### src/rtl/up2_pkg.sv
// Shared definitions for the UP2 stopwatch: FSM states, BCD digit type,
// button indices and the active-low seven-segment decode.
package up2_pkg;

    typedef enum logic [1:0] {
        ST_IDLE = 2'd0,
        ST_RUN  = 2'd1,
        ST_STOP = 2'd2,
        ST_LAP  = 2'd3
    } state_t;

    typedef logic [3:0] bcd_t;

    localparam int BT_START = 0;
    localparam int BT_LAP   = 1;
    localparam int BT_CLEAR = 2;

    // Segment order is [6]=a .. [0]=g, a lit segment is driven low.
    localparam logic [6:0] SEG_0     = 7'b0000001;
    localparam logic [6:0] SEG_1     = 7'b1001111;
    localparam logic [6:0] SEG_2     = 7'b0010010;
    localparam logic [6:0] SEG_3     = 7'b0000110;
    localparam logic [6:0] SEG_4     = 7'b1001100;
    localparam logic [6:0] SEG_5     = 7'b0100100;
    localparam logic [6:0] SEG_6     = 7'b0100000;
    localparam logic [6:0] SEG_7     = 7'b0001111;
    localparam logic [6:0] SEG_8     = 7'b0000000;
    localparam logic [6:0] SEG_9     = 7'b0000100;
    localparam logic [6:0] SEG_BLANK = 7'b1111111;

    function automatic logic [6:0] seg7(input bcd_t d);
        case (d)
            4'd0:    return SEG_0;
            4'd1:    return SEG_1;
            4'd2:    return SEG_2;
            4'd3:    return SEG_3;
            4'd4:    return SEG_4;
            4'd5:    return SEG_5;
            4'd6:    return SEG_6;
            4'd7:    return SEG_7;
            4'd8:    return SEG_8;
            4'd9:    return SEG_9;
            default: return SEG_BLANK;
        endcase
    endfunction

endpackage

### src/rtl/up2_debounce.sv
// One push-button conditioner: two-flop synchroniser, stable-level counter,
// and a single-cycle pulse when a press (1->0) is accepted.
module up2_debounce #(
    parameter int DEB_CYCLES = 250_000
) (
    input  logic clk_i,
    input  logic rst_ni,
    input  logic btn_ni,
    output logic press_o
);

    localparam int CW = (DEB_CYCLES > 1) ? $clog2(DEB_CYCLES) : 1;
    localparam logic [CW-1:0] CNT_LAST = CW'(DEB_CYCLES - 1);

    logic          sync1_q, sync2_q, stable_q, press_q;
    logic [CW-1:0] cnt_q;

    // A new level is taken only after it differs from the accepted one for DEB_CYCLES cycles.
    always_ff @(posedge clk_i) begin
        if (!rst_ni) begin
            sync1_q  <= 1'b1;
            sync2_q  <= 1'b1;
            stable_q <= 1'b1;
            cnt_q    <= '0;
            press_q  <= 1'b0;
        end else begin
            sync1_q <= btn_ni;
            sync2_q <= sync1_q;
            press_q <= 1'b0;
            if (sync2_q == stable_q) begin
                cnt_q <= '0;
            end else if (cnt_q == CNT_LAST) begin
                stable_q <= sync2_q;
                cnt_q    <= '0;
                press_q  <= ~sync2_q;
            end else begin
                cnt_q <= cnt_q + CW'(1);
            end
        end
    end

    assign press_o = press_q;

endmodule

### src/rtl/up2_stopwatch.sv
// Centisecond stopwatch core: button conditioning, start/stop/lap/clear FSM,
// SS.cc BCD count with prescaler, lap snapshot and registered 7-seg outputs.
module up2_stopwatch
    import up2_pkg::*;
#(
    parameter int CLK_HZ     = 25_000_000,
    parameter int TICK_HZ    = 100,
    parameter int DEB_CYCLES = 250_000
) (
    input  logic       MCLK,
    input  logic       RST_N,
    input  logic [3:0] BT,
    output logic [6:0] DISP1,
    output logic [6:0] DISP2,
    output logic [6:0] DISP3,
    output logic [6:0] DISP4,
    output logic       DISP1_DP,
    output logic       DISP2_DP,
    output logic       DISP3_DP,
    output logic       DISP4_DP,
    output logic       RUNNING,
    output logic       FROZEN,
    output logic       OVERFLOW
);

    localparam int DIV = CLK_HZ / TICK_HZ;
    localparam int PW  = (DIV > 1) ? $clog2(DIV) : 1;
    localparam logic [PW-1:0] PRESC_LAST = PW'(DIV - 1);

    logic              pressStart, pressLap, pressClear;
    logic              startEv, lapEv, clearEv;
    logic              unused_bt3;
    state_t            state_q;
    logic [PW-1:0]     presc_q, presc_d;
    bcd_t [3:0]        count_q, count_d, snap_q, shown;
    logic [3:0][6:0]   seg_q;
    logic              running, tick, wrap, carry;
    logic              running_q, frozen_q, overflow_q;

    up2_debounce #(.DEB_CYCLES(DEB_CYCLES)) u_deb_start (
        .clk_i(MCLK), .rst_ni(RST_N), .btn_ni(BT[BT_START]), .press_o(pressStart)
    );
    up2_debounce #(.DEB_CYCLES(DEB_CYCLES)) u_deb_lap (
        .clk_i(MCLK), .rst_ni(RST_N), .btn_ni(BT[BT_LAP]), .press_o(pressLap)
    );
    up2_debounce #(.DEB_CYCLES(DEB_CYCLES)) u_deb_clear (
        .clk_i(MCLK), .rst_ni(RST_N), .btn_ni(BT[BT_CLEAR]), .press_o(pressClear)
    );

    assign unused_bt3 = BT[3];

    // Clear outranks start/stop, which outranks lap; losers in the same cycle are discarded.
    assign clearEv = pressClear;
    assign startEv = pressStart & ~pressClear;
    assign lapEv   = pressLap & ~pressStart & ~pressClear;

    assign running = (state_q == ST_RUN) || (state_q == ST_LAP);
    assign tick    = running && (presc_q == PRESC_LAST);
    assign shown   = (state_q == ST_LAP) ? snap_q : count_q;

    always_comb begin
        presc_d = presc_q;
        count_d = count_q;
        carry   = 1'b0;
        wrap    = 1'b0;
        if (state_q == ST_IDLE || tick) begin
            presc_d = '0;
        end else if (running) begin
            presc_d = presc_q + PW'(1);
        end
        // Ripple carry through the digits; a carry out of the top digit is the wrap.
        if (tick) begin
            carry = 1'b1;
            for (int i = 0; i < 4; i++) begin
                if (carry) begin
                    if (count_q[i] >= 4'd9) begin
                        count_d[i] = 4'd0;
                    end else begin
                        count_d[i] = count_q[i] + 4'd1;
                        carry      = 1'b0;
                    end
                end
            end
            wrap = carry;
        end
        if (state_q == ST_STOP && clearEv) begin
            count_d = '0;
            presc_d = '0;
        end
    end

    always_ff @(posedge MCLK) begin
        if (!RST_N) begin
            state_q    <= ST_IDLE;
            presc_q    <= '0;
            count_q    <= '0;
            snap_q     <= '0;
            seg_q      <= {4{SEG_0}};
            running_q  <= 1'b0;
            frozen_q   <= 1'b0;
            overflow_q <= 1'b0;
        end else begin
            presc_q   <= presc_d;
            count_q   <= count_d;
            running_q <= running;
            frozen_q  <= (state_q == ST_LAP);
            if (wrap) begin
                overflow_q <= 1'b1;
            end
            for (int i = 0; i < 4; i++) begin
                seg_q[i] <= seg7(shown[i]);
            end
            case (state_q)
                ST_IDLE: if (startEv) state_q <= ST_RUN;
                ST_RUN: begin
                    if (startEv) begin
                        state_q <= ST_STOP;
                    end else if (lapEv) begin
                        state_q <= ST_LAP;
                        snap_q  <= count_q;
                    end
                end
                ST_LAP: begin
                    if (startEv) begin
                        state_q <= ST_STOP;
                    end else if (lapEv) begin
                        state_q <= ST_RUN;
                    end
                end
                ST_STOP: begin
                    if (clearEv) begin
                        state_q    <= ST_IDLE;
                        overflow_q <= 1'b0;
                    end else if (startEv) begin
                        state_q <= ST_RUN;
                    end
                end
                default: state_q <= ST_IDLE;
            endcase
        end
    end

    assign DISP1    = seg_q[3];
    assign DISP2    = seg_q[2];
    assign DISP3    = seg_q[1];
    assign DISP4    = seg_q[0];
    assign DISP1_DP = 1'b1;
    assign DISP2_DP = 1'b0;
    assign DISP3_DP = 1'b1;
    assign DISP4_DP = 1'b1;
    assign RUNNING  = running_q;
    assign FROZEN   = frozen_q;
    assign OVERFLOW = overflow_q;

endmodule

### config.mk
export PLATFORM = sky130hd
export DESIGN_NAME = up2_stopwatch
export DESIGN_NICKNAME = d
export VERILOG_FILES = /design/src/rtl/up2_pkg.sv /design/src/rtl/up2_debounce.sv /design/src/rtl/up2_stopwatch.sv
export SDC_FILE = /design/constraint.sdc
export NUM_CORES = 1
export LEC_CHECK = 0
export ABC_AREA = 1
export BUFFER_PORTS_ARGS = -buffer_cell sky130_fd_sc_hd__buf_2
export CAP_MARGIN = 20
export CORE_MARGIN = 4
export CORE_UTILIZATION = 50
export CTS_CLUSTER_DIAMETER = 40
export DETAILED_ROUTE_END_ITERATION = 7
export PLACE_DENSITY = 0.64
export SYNTH_ARGS = -nofsm -noshare
export SYNTH_HDL_FRONTEND = slang
export SYNTH_HIERARCHICAL = 1
export SYNTH_SLANG_ARGS = --single-unit
### constraint.sdc
create_clock -name MCLK -period 2.79 [get_ports MCLK]
set_input_delay 0.558 -clock MCLK [delete_from_list [all_inputs] [get_ports MCLK]]
set_output_delay 0.558 -clock MCLK [all_outputs]
set_load 0.05 [all_outputs]
# == Word level (Yosys, flattened, before mapping) ==
# Memories as Yosys holds them, arrays and structs flattened. A register that Yosys moved wholly into a read port is not among the register bits.
# Cells that the tools add are included.
# word_totals
register_bits,121
latch_bits,0
mem_bits_rw,0
rom_bits,448
inputBits,6
out_inout_bits,35
word_cells,123
memories,4
# memory_table
memory,words,width,rd,rd_ports_with_merged_regs,write_ports,line_no,rtl
(name not given),16,7,1,1,0,up2_pkg.sv:32,case (d)
(name not given),16,7,1,1,0,up2_pkg.sv:32,
(name not given),16,7,1,1,0,up2_pkg.sv:32,
(name not given),16,7,1,1,0,up2_pkg.sv:32,
# op_classes
add_sub_neg,8
n_mul,0
div_mod_pow,0
magnitude_cmp,4
n_eq_ne,12
shift,0
n_mux,26
bitwise,16
n_reduce_logical,25
# op_table
op,count
"adder 18 x 1 -> 18 bit, second input constant",4
"== test 18 bit, second input constant",4
OR reduction 3 bit,7
"adder 4 x 1 -> 4 bit, second input constant",4
">= comparator 4 bit, second input constant",4
2-to-1 mux 16 bit,1
2-to-1 mux 4 bit,4
2-to-1 mux 1 bit,14
AND reduction 2 bit,7
inverter 1 bit,13
2-to-1 mux 2 bit,6
case mux 2 bit (4 select lines),1
"inequality test 3 bit, second input constant",2
"== test 2 bit, second input constant",2
zero test 1 bit,4
bitwise AND 1 bit,3
== test 1 bit,3
AND reduction 3 bit,1
"== test 2 x 1 -> 1 bit, second input constant",1
logical AND 1 bit,2
zero test 2 bit,1
logical OR 1 bit,2
OR reduction 2 bit,1

# == Logic depth before layout (Yosys ltp) ==
# depth
depth_word,13
depth_mapped,12

# == Cells and area by module ==
# The synthesis kept the hierarchy.
# by_module_without_submodules
module,n_inst,cells_per_inst,area_each_um2,seq_area_each_um2
up2_stopwatch,1,574,4329.2,1661.6
up2_debounce,3,140,1072.3,440.4

# == Worst setup path before layout ==
# Ideal clock, no wire load.
# synth_timing
path_kind,flip-flop to flip-flop
startpoint,register state_q[0]
endpoint,"register seg_q, in the netlist DISP1[6]"
setup_ps,132
arrival_time_ps,1558
required_ps,2658
slack_ps,1099
path_stages_with_launch,12
n_path_buf,3
path_cell_list,dfxtp_1 > buf_6 > nand2_4 > buf_8 > buf_12 > o21ai_2 > inv_1 > ha_1 > o21ai_1 > inv_1 > o21ai_0 > a21oi_1
# synth_via
elab_chain_cells,2
# synth_lines
item,line_no,rtl
from (decl),up2_stopwatch.sv:33,state_t state_q;
from (signal assigned),up2_stopwatch.sv:94,state_q <= ST_IDLE;
from (signal assigned),up2_stopwatch.sv:114,ST_IDLE: if (startEv) state_q <= ST_RUN;
from (signal assigned),up2_stopwatch.sv:117,state_q <= ST_STOP;
== test 2 bit,up2_stopwatch.sv:59,assign shown = (state_q == ST_LAP) ? snap_q : count_q;
2-to-1 mux 16 bit,up2_stopwatch.sv:59,
to (decl),up2_stopwatch.sv:36,logic [3:0][6:0] seg_q;
# Every way passes these cells.
# A chain may end at the register's enable or synchronous reset.

# == Final worst setup path ==
# layout_timing
startpoint,register state_q[0]
endpoint,register presc_q[8]
# layout_via
elab_chain_cells,5
word_cells_on_any_way,9
cone_classes,eq/ne: 3; reduce/logical: 6
# layout_lines
item,line_no,rtl
== test 2 x 1 -> 1 bit or == test 2 bit (tied branches),up2_stopwatch.sv:57,assign running = (state_q == ST_RUN) || (state_q == ST_LAP);
logical OR 1 bit,up2_stopwatch.sv:57,
logical AND 1 bit,up2_stopwatch.sv:58,assign tick = running && (presc_q == PRESC_LAST);
logical OR 1 bit,up2_stopwatch.sv:66,if (state_q == ST_IDLE || tick) begin
OR reduction 3 bit (no source line),-,
to (signal assigned),up2_stopwatch.sv:103,presc_q <= presc_d;
to (decl),up2_stopwatch.sv:34,"logic [PW-1:0] presc_q, presc_d;"
# Parallel ways exist; a longest one is shown, timed or not.

==> key figures <==
Layout
  • Ant. Diodes: 0
  • P&R area growth vs syn: 11.5%
  • Non-filler cells, final: 1229
  • Most frequent cells in the layout: nand2_1, dfxtp_1, nor2_1
  • Filler Cells Inserted: 1418
  • Multi-input gate area: 3940 sq um
  • Share of cells above drive strength 1: 15.9%
  • Most common cell after layout, fill and taps aside: nand2_1
  • Sequential Area: 2980 sq um
  • Nets: 1078

Power
  • Peak supply drop: 0.430 mV
  • Leak: 0.00327 uW
  • PwrDens: 547 nW/um^2

STA
  • Setup_tns: 0 ns
  • Hold violation count in the final report: 0
  • RSZ-0062 raised after global routing: false
  • F_max: 491 MHz
  • Worst hold slack: 0.310 ns
  • Max-slew headroom at the worst pin: 53.0%
  • Clock skew: 0.00646 ns
  • Final clock period utilization by the worst path: 73.0%
  • Worst Tran Pin Value: 0.704 ns
  • Period minus WS final: 2.04 ns
  • Final setup margin: 0.754 ns
  • Setup violators final: 0
  • Final Max Slew Viols: 0

Clock tree
  • CTS clock-pin slew for the worst setup and hold paths: 0.06 ns
  • Hold_buf cts: 0
  • H-tree Lvls: 4
  • Post-CTS setup buffer count: 0
  • Clock latency on the worst-skew pair: 0.42 ns
  • Gates resized, CTS repair: 0
  • Num Clock Sinks: 149
  • Clk buf depth: 2
  • CTS Buf Count: 17
  • TritonCTS clock tree: done
  • Root buf cell: clkbuf_16

Drt
  • Routed met3 length: 358 microns
  • Vias: 5885
  • Max layer used: met4
  • WL met2: 5790 microns
  • Via density: 4.79
  • # DRC: 0
  • Post-Route M1 WL: 6740 microns
  • 1st-pass router iterations: 4
  • Average wire per standard cell: 10.6 microns
  • Antenna Violating Nets Remaining: 0
  • DRT iter0 DRCs: 209
  • Final WL: 13100 microns

Setup path
  • WP data arrival: 2.34 ns
  • CP endpoint kind: register
  • Worst path required time: 3.09 ns
  • WS Path Type: register to register
  • CP max FO: 12
  • Critical Path Source Type: register

Die
  • Rows: 44
  • IO Count: 41
  • Die ar.: 17100 sq um
  • Starting density of the core: 51.5%
  • Die Height: 131 microns
  • Core Region: 14600 sq um
  • Die width: 131 microns

Job
  • Max-cap violations: 0

Placement
  • Port Buffers: 35
  • Placed insts: 1197
  • Final HPWL DP: 9550 microns
  • Final GP Congestion: 0.858
  • Dpl ws: 0.579 ns

Synthesis
  • Synth async-reset ratio: 0%
  • Synth unique cells: 38
  • Synth Area per Inst: 7.59 sq um
  • Yosys warnings: 6
  • Top post-synthesis cells by area: dfxtp_1, nand2_1, ha_1
  • Leading area contributor after synthesis: dfxtp_1
  • Sequential fraction of the synthesis area: 39.5%
  • #FFs+latches synth: 149
  • EDFF count, synth: 0
  • Ys flop type: dfxtp_1
  • Synth Instances: 994
  • Cell area after synthesis: 7550 sq um
  • Yosys top cell area share: 39.5%

Outcome
  • Status: complete, no violations

Global routing
  • Largest net degree at the start of global routing: 34
  • Initial antenna violation count: 0
  • Number of global-route vias before repair: 5382
  • GRT Overall Usage: 16.6%
  • First-pass GRT wire length: 23500 microns
  • Global route overflow: 0

Min path
  • Min-Delay Path Class: input port to register
-- cells by family after synthesis --
family	Yosys count	synth area share (%)
xor+xnor	31	3.60
flops	149	39.5
buf+inv	135	8.39
compound gates	164	12.1
fa+ha+maj	40	6.63
other cells	2	0.0995
simple gates	473	29.6
-- final cells by class --
class                      instances  area share [%]
timing repair buffer              38            2.35
tap                              184            2.74
clock buffer                      25            6.24
multi-input combinational        712            46.8
sequential                       149            35.4
inverter                         114            5.08
clock inverter                     7            1.37
-- worst paths after layout --
check                                 start                              to  slack (ns)  cells after the start
max                 state_q[0]$_SDFFE_PN0P_         presc_q[8]$_SDFFE_PP0P_        0.75                      8
min                                   BT[2]  u_deb_clear/sync1_q$_SDFF_PN1_        0.31                      3
min reg2reg  u_deb_clear/sync1_q$_SDFF_PN1_  u_deb_clear/sync2_q$_SDFF_PN1_        0.40                      2
max reg2reg         state_q[0]$_SDFFE_PN0P_         presc_q[8]$_SDFFE_PP0P_        0.75                      8
-- power breakdown --
| part | switching (uW) | leakage, uW | internal [uW] |
|---|---|---|---|
| clock | 838 | 0.000312 | 1570 |
| sequential | 4.11 | 0.00120 | 2130 |
| combinational | 48.3 | 0.00176 | 11.9 |
-- state kept, by name (all words and copies together), names as in the netlist, 2 cells and up --
register and count:
snap_q 16, presc_q 18, u_deb_lap/cnt_q 18, DISP3 7
count_q 16, u_deb_start/cnt_q 18, state_q 2, u_deb_clear/cnt_q 18
DISP4 7, DISP2 7, DISP1 7
-- critical path: stages, from the launching register on --
cell	delay (ns)
dfxtp_1	0.45
buf_4	0.22
nand4_1	0.10
nor2_1	0.20
nand3_4	0.19
nand2_1	0.38
inv_1	0.21
o21ai_0	0.12
a21oi_1	0.06
-- cells in the mapped netlist (5+ instances only) --
master    count
o21ai_2      19
nor3_1       12
o21ai_1       6
nor2_1      116
o21ai_0      48
clkbuf_1      7
dfxtp_1     149
inv_2         9
nand2_4       5
inv_1       105
nor2_2       41
a21oi_1      85
xnor2_1       6
nand4_1       9
nand2_1     203
ha_1         40
nand3_1      49
or2_0         9
xor2_1       25
nor2_4        5
-- per-layer routing --
layer	vias up	GRT usage, %
met3	16	3.29
met5	-	0
met1	2567	21.8
li1	3239	-
met4	0	6.41
met2	63	27.2
-- stage by stage --
| step | cell area [sq um] | util (%) | total power [uW] |
|---|---|---|---|
| after detailed placement | 7780 | 53.1 | 2240 |
| final | 8420 | 57.5 | 4610 |
| after global routing | 8420 | 57.5 | 4770 |
| after floorplan | 7550 | - | 2240 |
| after global placement | 7780 | 53.1 | 2240 |
| after CTS | 8420 | 57.5 | 4660 |
Note: power is estimated with default switching activity, not from simulation.
